## config.mk

```make
export PLATFORM = sky130hd
export DESIGN_NAME = gpu_uniform_loader_flat
export DESIGN_NICKNAME = d
export VERILOG_FILES = /design/src/rtl/gpu_uniform_loader_if.sv /design/src/rtl/gpu_uniform_loader.sv /design/src/flat_wrapper.sv
export SDC_FILE = /design/constraint.sdc
export NUM_CORES = 1
export LEC_CHECK = 0
export ABC_AREA = 1
export CORE_MARGIN = 4
export CORE_UTILIZATION = 48
export DETAILED_ROUTE_END_ITERATION = 16
export PLACE_DENSITY = 0.76
export SYNTH_ARGS = -nofsm -noshare
export SYNTH_HDL_FRONTEND = slang
export SYNTH_SLANG_ARGS = --single-unit
```

## constraint.sdc

```tcl
create_clock -name CLK -period 2.2 [get_ports CLK]
set_input_delay 0.55 -clock CLK [delete_from_list [all_inputs] [get_ports CLK]]
set_output_delay 0.55 -clock CLK [all_outputs]
set_load 0.02 [all_outputs]
```

## src/rtl/gpu_uniform_loader_if.sv

```systemverilog
// Command stream in, uniform register-file write port out, plus commit/status.
// The host side holds the master modport; the loader holds the slave modport.
interface gpu_uniform_loader_if #(
  parameter int W = 32
);
  logic         cmd_valid;
  logic [W-1:0] cmd_data;
  logic         cmd_ready;
  logic         we;
  logic [7:0]   addr;
  logic [W-1:0] data;
  logic         commit;
  logic         busy;
  logic         err;

  modport master (
    output cmd_valid, cmd_data,
    input  cmd_ready, we, addr, data, commit, busy, err
  );

  modport slave (
    input  cmd_valid, cmd_data,
    output cmd_ready, we, addr, data, commit, busy, err
  );
endinterface

```

## src/rtl/gpu_uniform_loader.sv

```systemverilog
// Decodes 32-bit command words into single-cycle uniform register writes
// (matrix m00..m33 and viewport size) and a one-cycle frame commit pulse.
module gpu_uniform_loader #(
  parameter int W = 32
) (
  input  logic                 CLK,
  input  logic                 rst,
  gpu_uniform_loader_if.slave  bus
);

  localparam logic [7:0] OP_NOP          = 8'h00;
  localparam logic [7:0] OP_WRITE_REGS   = 8'h01;
  localparam logic [7:0] OP_SET_VIEWPORT = 8'h02;
  localparam logic [7:0] OP_COMMIT       = 8'h03;

  localparam logic [7:0] ADDR_VP_WIDTH   = 8'h10;
  localparam logic [7:0] ADDR_VP_HEIGHT  = 8'h11;

  typedef enum logic [1:0] {
    S_IDLE,
    S_PAYLOAD,
    S_VP_DATA,
    S_VP_H
  } state_e;

  state_e       state_q, state_d;
  logic [7:0]   ptr_q, ptr_d;
  logic [15:0]  remaining_q, remaining_d;
  logic [15:0]  height_q, height_d;
  logic         we_q, we_d;
  logic [7:0]   addr_q, addr_d;
  logic [W-1:0] data_q, data_d;
  logic         commit_q, commit_d;
  logic         err_q, err_d;

  logic [31:0]  cmd_word;
  logic [7:0]   hdr_opcode;
  logic [7:0]   hdr_base;
  logic [15:0]  hdr_count;
  logic         cmd_ready;
  logic         xfer;

  // Only the low 32 bits of a command word carry meaning.
  assign cmd_word   = bus.cmd_data[31:0];
  assign hdr_opcode = cmd_word[31:24];
  assign hdr_base   = cmd_word[23:16];
  assign hdr_count  = cmd_word[15:0];

  // The VP_H cycle issues the height write without consuming a word.
  assign cmd_ready = (state_q != S_VP_H);
  assign xfer      = bus.cmd_valid && cmd_ready;

  // NOTE: every combinational output gets a default before the case so that
  // no path leaves it unassigned, which would otherwise infer a latch.
  always_comb begin
    state_d     = state_q;
    ptr_d       = ptr_q;
    remaining_d = remaining_q;
    height_d    = height_q;
    we_d        = 1'b0;
    addr_d      = addr_q;
    data_d      = data_q;
    commit_d    = 1'b0;
    err_d       = err_q;

    unique case (state_q)
      S_IDLE: begin
        if (xfer) begin
          case (hdr_opcode)
            OP_NOP: ;
            OP_WRITE_REGS: begin
              if (hdr_count != 16'd0) begin
                ptr_d       = hdr_base;
                remaining_d = hdr_count;
                state_d     = S_PAYLOAD;
              end
            end
            OP_SET_VIEWPORT: state_d = S_VP_DATA;
            OP_COMMIT:       commit_d = 1'b1;
            default:         err_d = 1'b1;
          endcase
        end
      end

      S_PAYLOAD: begin
        if (xfer) begin
          we_d        = 1'b1;
          addr_d      = ptr_q;
          data_d      = W'(cmd_word);
          ptr_d       = ptr_q + 8'd1;
          remaining_d = remaining_q - 16'd1;
          if (remaining_q == 16'd1) state_d = S_IDLE;
        end
      end

      S_VP_DATA: begin
        if (xfer) begin
          we_d     = 1'b1;
          addr_d   = ADDR_VP_WIDTH;
          data_d   = W'(cmd_word[31:16]);
          height_d = cmd_word[15:0];
          state_d  = S_VP_H;
        end
      end

      S_VP_H: begin
        we_d    = 1'b1;
        addr_d  = ADDR_VP_HEIGHT;
        data_d  = W'(height_q);
        state_d = S_IDLE;
      end

      default: state_d = S_IDLE;
    endcase
  end

  // NOTE: sequential state uses non-blocking assignments so every flop
  // samples the pre-edge value of its peers, independent of statement order.
  always_ff @(posedge CLK) begin
    if (rst) begin
      state_q     <= S_IDLE;
      ptr_q       <= 8'h00;
      remaining_q <= 16'h0000;
      height_q    <= 16'h0000;
      we_q        <= 1'b0;
      addr_q      <= 8'h00;
      data_q      <= '0;
      commit_q    <= 1'b0;
      err_q       <= 1'b0;
    end else begin
      state_q     <= state_d;
      ptr_q       <= ptr_d;
      remaining_q <= remaining_d;
      height_q    <= height_d;
      we_q        <= we_d;
      addr_q      <= addr_d;
      data_q      <= data_d;
      commit_q    <= commit_d;
      err_q       <= err_d;
    end
  end

  assign bus.cmd_ready = cmd_ready;
  assign bus.we        = we_q;
  assign bus.addr      = addr_q;
  assign bus.data      = data_q;
  assign bus.commit    = commit_q;
  assign bus.busy      = (state_q != S_IDLE);
  assign bus.err       = err_q;

endmodule

```

## src/flat_wrapper.sv

```systemverilog
// flat-port wrapper written by rule: the top's interface ports become plain ports
module gpu_uniform_loader_flat 
#(
  parameter int W = 32
)
  (CLK, rst, bus_cmd_valid, bus_cmd_data, bus_cmd_ready, bus_we, bus_addr, bus_data, bus_commit, bus_busy, bus_err);
  gpu_uniform_loader_if #(.W(W)) bus_i ();
  input  logic CLK;
  input  logic rst;
  input wire logic [$bits(bus_i.cmd_valid)-1:0] bus_cmd_valid;
  input wire logic [$bits(bus_i.cmd_data)-1:0] bus_cmd_data;
  output wire logic [$bits(bus_i.cmd_ready)-1:0] bus_cmd_ready;
  output wire logic [$bits(bus_i.we)-1:0] bus_we;
  output wire logic [$bits(bus_i.addr)-1:0] bus_addr;
  output wire logic [$bits(bus_i.data)-1:0] bus_data;
  output wire logic [$bits(bus_i.commit)-1:0] bus_commit;
  output wire logic [$bits(bus_i.busy)-1:0] bus_busy;
  output wire logic [$bits(bus_i.err)-1:0] bus_err;
  assign bus_i.cmd_valid = bus_cmd_valid;
  assign bus_i.cmd_data = bus_cmd_data;
  assign bus_cmd_ready = bus_i.cmd_ready;
  assign bus_we = bus_i.we;
  assign bus_addr = bus_i.addr;
  assign bus_data = bus_i.data;
  assign bus_commit = bus_i.commit;
  assign bus_busy = bus_i.busy;
  assign bus_err = bus_i.err;
  gpu_uniform_loader #(.W(W)) u_core (.CLK(CLK), .rst(rst), .bus(bus_i));
endmodule
```

### After elaboration in Yosys (flattened, before gate mapping)

Cells that the tools add are included.

| word-level totals | value |
|---|---|
| logic and storage cells | 71 |
| output and inout port bits | 45 |
| flip-flop bits (word level) | 85 |
| input bits | 35 |

| operators by class | value |
|---|---|
| bitwise logic cells | 3 |
| muxes and demuxes | 26 |
| reductions and logical operators | 15 |
| equality and inequality tests | 16 |
| add/sub/neg operators | 2 |

Operators with widths:

| operator | count |
|---|---|
| one-hot mux 32 bit (3 select lines) | 1 |
| 2-to-1 mux 16 bit | 4 |
| 2-to-1 mux 32 bit | 2 |
| 2-to-1 mux 8 bit | 6 |
| one-hot mux 16 bit (2 select lines) | 1 |
| one-hot mux 8 bit (3 select lines) | 1 |
| equality test 16 x 1 -> 1 bit (second input constant) | 1 |
| equality test 8 x 2 -> 1 bit (second input constant) | 2 |
| one-hot mux 8 bit (2 select lines) | 1 |
| nonzero test 16 bit | 1 |
| subtractor 16 x 1 -> 16 bit (second input constant) | 1 |
| 2-to-1 mux 2 bit | 5 |
| inequality test 2 x 1 -> 1 bit (second input constant) | 5 |
| adder 8 x 1 -> 8 bit (second input constant) | 1 |
| equality test 8 x 1 -> 1 bit (second input constant) | 1 |
| zero test 8 bit | 1 |
| one-hot mux 2 bit (4 select lines) | 1 |
| AND reduction 3 bit | 2 |
| AND reduction 6 bit | 1 |
| AND reduction 5 bit | 1 |
| equality test 2 bit (second input constant) | 2 |
| inequality test 2 bit (second input constant) | 2 |
| one-hot mux 2 bit (2 select lines) | 1 |
| nonzero test 2 bit | 2 |
| other kinds (13) | 16 |

### Logic depth before layout (Yosys ltp)

| logic depth | value |
|---|---|
| word-level depth | 5 |
| gate-level depth with buffers | 11 |
| mapped depth without buffers | 11 |

### Worst setup path after synthesis

Ideal clock, no wire load.

| timing path | value |
|---|---|
| path type | register -> output |
| from | reg u_core.state_q[0] |
| to | out bus_cmd_ready |
| stages on the path, launching flop included | 4 |
| setup slack | 0.608 ns |
| buffers on the path | 1 |
| data arrival time | 1.042 ns |
| data required time | 1.650 ns |
| path through | dfxtp_1 > ha_1 > inv_4 > clkbuf_1 |

| between the ends | value |
|---|---|
| longest elaborated chain between the ends | 1 |

Ends and longest elaborated chain:

| element | line | RTL |
|---|---|---|
| from (decl) | gpu_uniform_loader.sv:26 | `state_e state_q, state_d;` |
| from (signal assigned) | gpu_uniform_loader.sv:131 | `state_q <= state_d;` |
| inequality test 2 bit | gpu_uniform_loader.sv:50 | `assign cmd_ready = (state_q != S_VP_H);` |
| to (decl) | flat_wrapper.sv:12 | `output wire logic [$bits(bus_i.cmd_ready)-1:0] bus_cmd_ready;` |

No other way between the ends.

### Final worst setup path

Same ends and word-level chain as after synthesis.

==> results.json <==
{
  "worst_pin_slew_ns": 0.7050,
  "antennaDiodeCount": 0,
  "worstSetupStartpointType": "register",
  "cts-root-buf": "clkbuf_8",
  "crit_chain": "ha_1 > inv_4 > dlygate4sd2_1",
  "finalSetupTns_ns": 0,
  "period_share": 0.9355,
  "routed_via_density": 5.446,
  "end_kind": "primary output",
  "clockBufferDepth": 2,
  "synth_largest_area_cell": "dfxtp_1",
  "synthTopCellsByArea": "dfxtp_1, nand2_1, a21oi_1",
  "grt_max_degree": 42,
  "power_leakage_uw": 0.002319,
  "io_pins": 80,
  "ys_warn_count": 0,
  "grt_first_pass_wirelength_um": 21850,
  "num_rows": 34,
  "synth_top_area_frac": 0.3849,
  "area_growth_pct": 30.12,
  "gp_congestion": 0.9371,
  "synth_area_per_cell_um2": 6.801,
  "path_clk_slew_ns": 0.10,
  "hold_viol_final": 0,
  "totalWireLength_um": 13530,
  "synthXorXnorAreaFrac": 0.003963,
  "fmax_ghz": 0.4859,
  "clock_sinks": 85,
  "port-buffer-count": 79,
  "synth_top_family_by_area": "simple AND/OR/NAND/NOR gates",
  "antenna_found_initial": 0,
  "synth_fp_nets": 693,
  "layout.nets": 798,
  "slowest_stage": "dfxtp_1",
  "synth-simple-area-share": 0.2737,
  "synth.area.mux_share": 0,
  "pre_cts_slack_ns": -0.1372,
  "setup_ws_ns": 0.1419,
  "yosysSeqAreaShare": 0.3849,
  "initial_core_util": 0.4996,
  "rsz0062_at_grt": "no",
  "status": "completed",
  "overflow": 0,
  "worstSetupPathType": "register to primary output",
  "die_w_um": 104.0,
  "first_iter_violations": 227,
  "dp_hpwl_um": 9959,
  "drc": 0,
  "wl_per_cell_um": 15.59,
  "period_needed_ns": 2.058,
  "dr.pass1.iters": 5,
  "critPathRequiredTime_ns": 1.65,
  "power_density_nw_per_um2": 1290,
  "max-cap-violations": 0,
  "slew_viol_final": 0,
  "num_vias": 4727,
  "core_area_um2": 8848,
  "yosys_register_bits": 85,
  "worst_hold_slack_ns": 0.4548,
  "ant_nets": 0,
  "netlist_area_um2": 4420,
  "crit_arrival_ns": 1.51,
  "setup_violations": 0,
  "grt_usage": 0.2438,
  "die_y_um": 104.0,
  "tritoncts": "yes",
  "ir_drop_mv": 0.6356,
  "numCtsBuffers": 9,
  "yosysUniqueCellTypes": 33,
  "critPathMaxFanout": 10,
  "cpPeakStageDelay_ns": 0.38,
  "drive_gt1_frac": 0.1263,
  "synth_compound_area_frac": 0.2145,
  "grt_pass1_vias": 4547,
  "htree_levels": 3,
  "post_cts_buffers": 0,
  "hold_class": "register to register",
  "dieArea_um2": 10810,
  "synthAdderAreaFrac": 0.02264,
  "max-slew-margin-rel": 0.5295,
  "synth_cells": 650,
  "fin_skew_ns": 0.009949,
  "clk_latency_ns": 0.37
}
[cell usage after synthesis]
library cell / number
o22ai_1: 13
nand3_2: 1
a21oi_1: 92
nand2_2: 5
buf_1: 1
nor2_4: 3
nor4_1: 1
o21ai_1: 1
nand4_1: 5
ha_1: 8
buf_6: 5
clkbuf_1: 12
nor2_1: 65
inv_2: 3
xor2_1: 2
nand3_4: 1
and2_1: 1
buf_4: 1
inv_4: 1
inv_1: 62
dfxtp_1: 85
buf_2: 16
nand3b_1: 3
a21oi_2: 6
o21bai_1: 6
nand3_1: 54
a31oi_1: 2
or2_2: 2
nand2_1: 132
o21ai_2: 3
nor2_2: 3
o21ai_0: 53
nor3_1: 2
[cell usage in the layout (no fill, tap or decap)]
| cell type | instances |
|---|---|
| o21ai_2 | 3 |
| nand3b_1 | 3 |
| inv_4 | 1 |
| clkinv_8 | 1 |
| nand3_4 | 1 |
| or2_2 | 2 |
| nor2_1 | 64 |
| clkbuf_2 | 1 |
| buf_12 | 2 |
| o21ai_0 | 53 |
| o21bai_1 | 6 |
| a21oi_1 | 92 |
| nand3_2 | 1 |
| nand4_1 | 5 |
| inv_2 | 3 |
| dfxtp_1 | 85 |
| and2_1 | 1 |
| xor2_1 | 2 |
| inv_1 | 62 |
| nor4_1 | 1 |
| inv_8 | 2 |
| o22ai_1 | 13 |
| dlygate4sd2_1 | 1 |
| nor2_4 | 4 |
| nor2_2 | 4 |
| clkdlybuf4s50_1 | 77 |
| nand3_1 | 54 |
| a31oi_1 | 2 |
| nand2_1 | 132 |
| ha_1 | 8 |
| a21oi_2 | 6 |
| clkinv_4 | 2 |
| clkbuf_8 | 9 |
| inv_6 | 2 |
| o21ai_1 | 1 |
| nand2_2 | 5 |
| nor3_1 | 2 |
| buf_4 | 47 |
[layout make-up]
type | count | area (µm²)
fill | 800 | 3097
multi-input combinational | 465 | 2290
sequential | 85 | 1702
timing repair buffer | 128 | 1177
inverter | 66 | 250.2
tap | 108 | 135.1
clock buffer | 9 | 123.9
clock inverter | 7 | 73.82
[path summary, 6_finish.rpt]
path | startpoint | end | slack (ns) | cells after the start
max reg2reg | u_core.state_q[0] | u_core.ptr_q[5] | 0.20 | 10
max | u_core.state_q[0] | bus_cmd_ready | 0.14 | 3
min reg2reg | u_core.height_q[0] | u_core.height_q[0] | 0.45 | 2
min | u_core.height_q[0] | u_core.height_q[0] | 0.45 | 2
[kinds of logic after synthesis]
logic type / count (synthesis)
and+or+nand+nor: 278
AOI/OAI and AO/OA: 176
buffers and inverters: 101
DFF: 85
adders and majority gates: 8
xor gates and xnor gates: 2
[what timing repair did]
| action | in CTS | in global routing |
|---|---|---|
| cloned | 0 | 1 |
| resized for setup | 2 | 3 |
| setup endpoints to repair | 2 | 8 |
| pin swaps | 0 | 1 |
| hold buffers | 0 | 0 |
[through the flow]
stage | total power, µW | area [µm²] | utilization | cells
floorplan | 4977 | 4420 | - | 650
global placement | 6165 | 5549 | 0.6271 | 851
detailed placement | 6262 | 5549 | 0.6271 | 851
CTS | 7375 | 5744 | 0.6492 | 867
global route | 7966 | 5752 | 0.6500 | 868
finish | 7419 | 5752 | 0.6500 | 868
[metal layers]
layer / routed length [µm] / GRT usage / vias to the layer above / part of all wire
met5: 0 / 0 / - / 0
met4: 451 / 0.1064 / 0 / 0.033
met3: 893 / 0.05152 / 33 / 0.066
met2: 6412 / 0.4197 / 191 / 0.47
met1: 5774 / 0.2926 / 2150 / 0.43
li1: - / - / 2353 / -
[flip-flops by register name, summed over array words and instances (netlist names)]
signal and count:
u_core.state_q 2, u_core.bus.err 1, u_core.bus.addr 8, u_core.bus.commit 1
u_core.bus.data 32, u_core.ptr_q 8, u_core.remaining_q 16, u_core.bus.we 1
u_core.height_q 16
[critical path, delay by kind of cell (launching register included)]
kind | cells | cell delay [ns]
buf+inv | 2 | 0.49
flops | 1 | 0.38
fa+ha+maj | 1 | 0.27
[report_power, final]
group	internal, µW	leakage (µW)	switching [µW]
clock	448	0.000101	674
combinational	1560	0.00153	2500
sequential	1960	0.000688	283
total	3960	0.00232	3460
(Power assumes the default switching activity.)
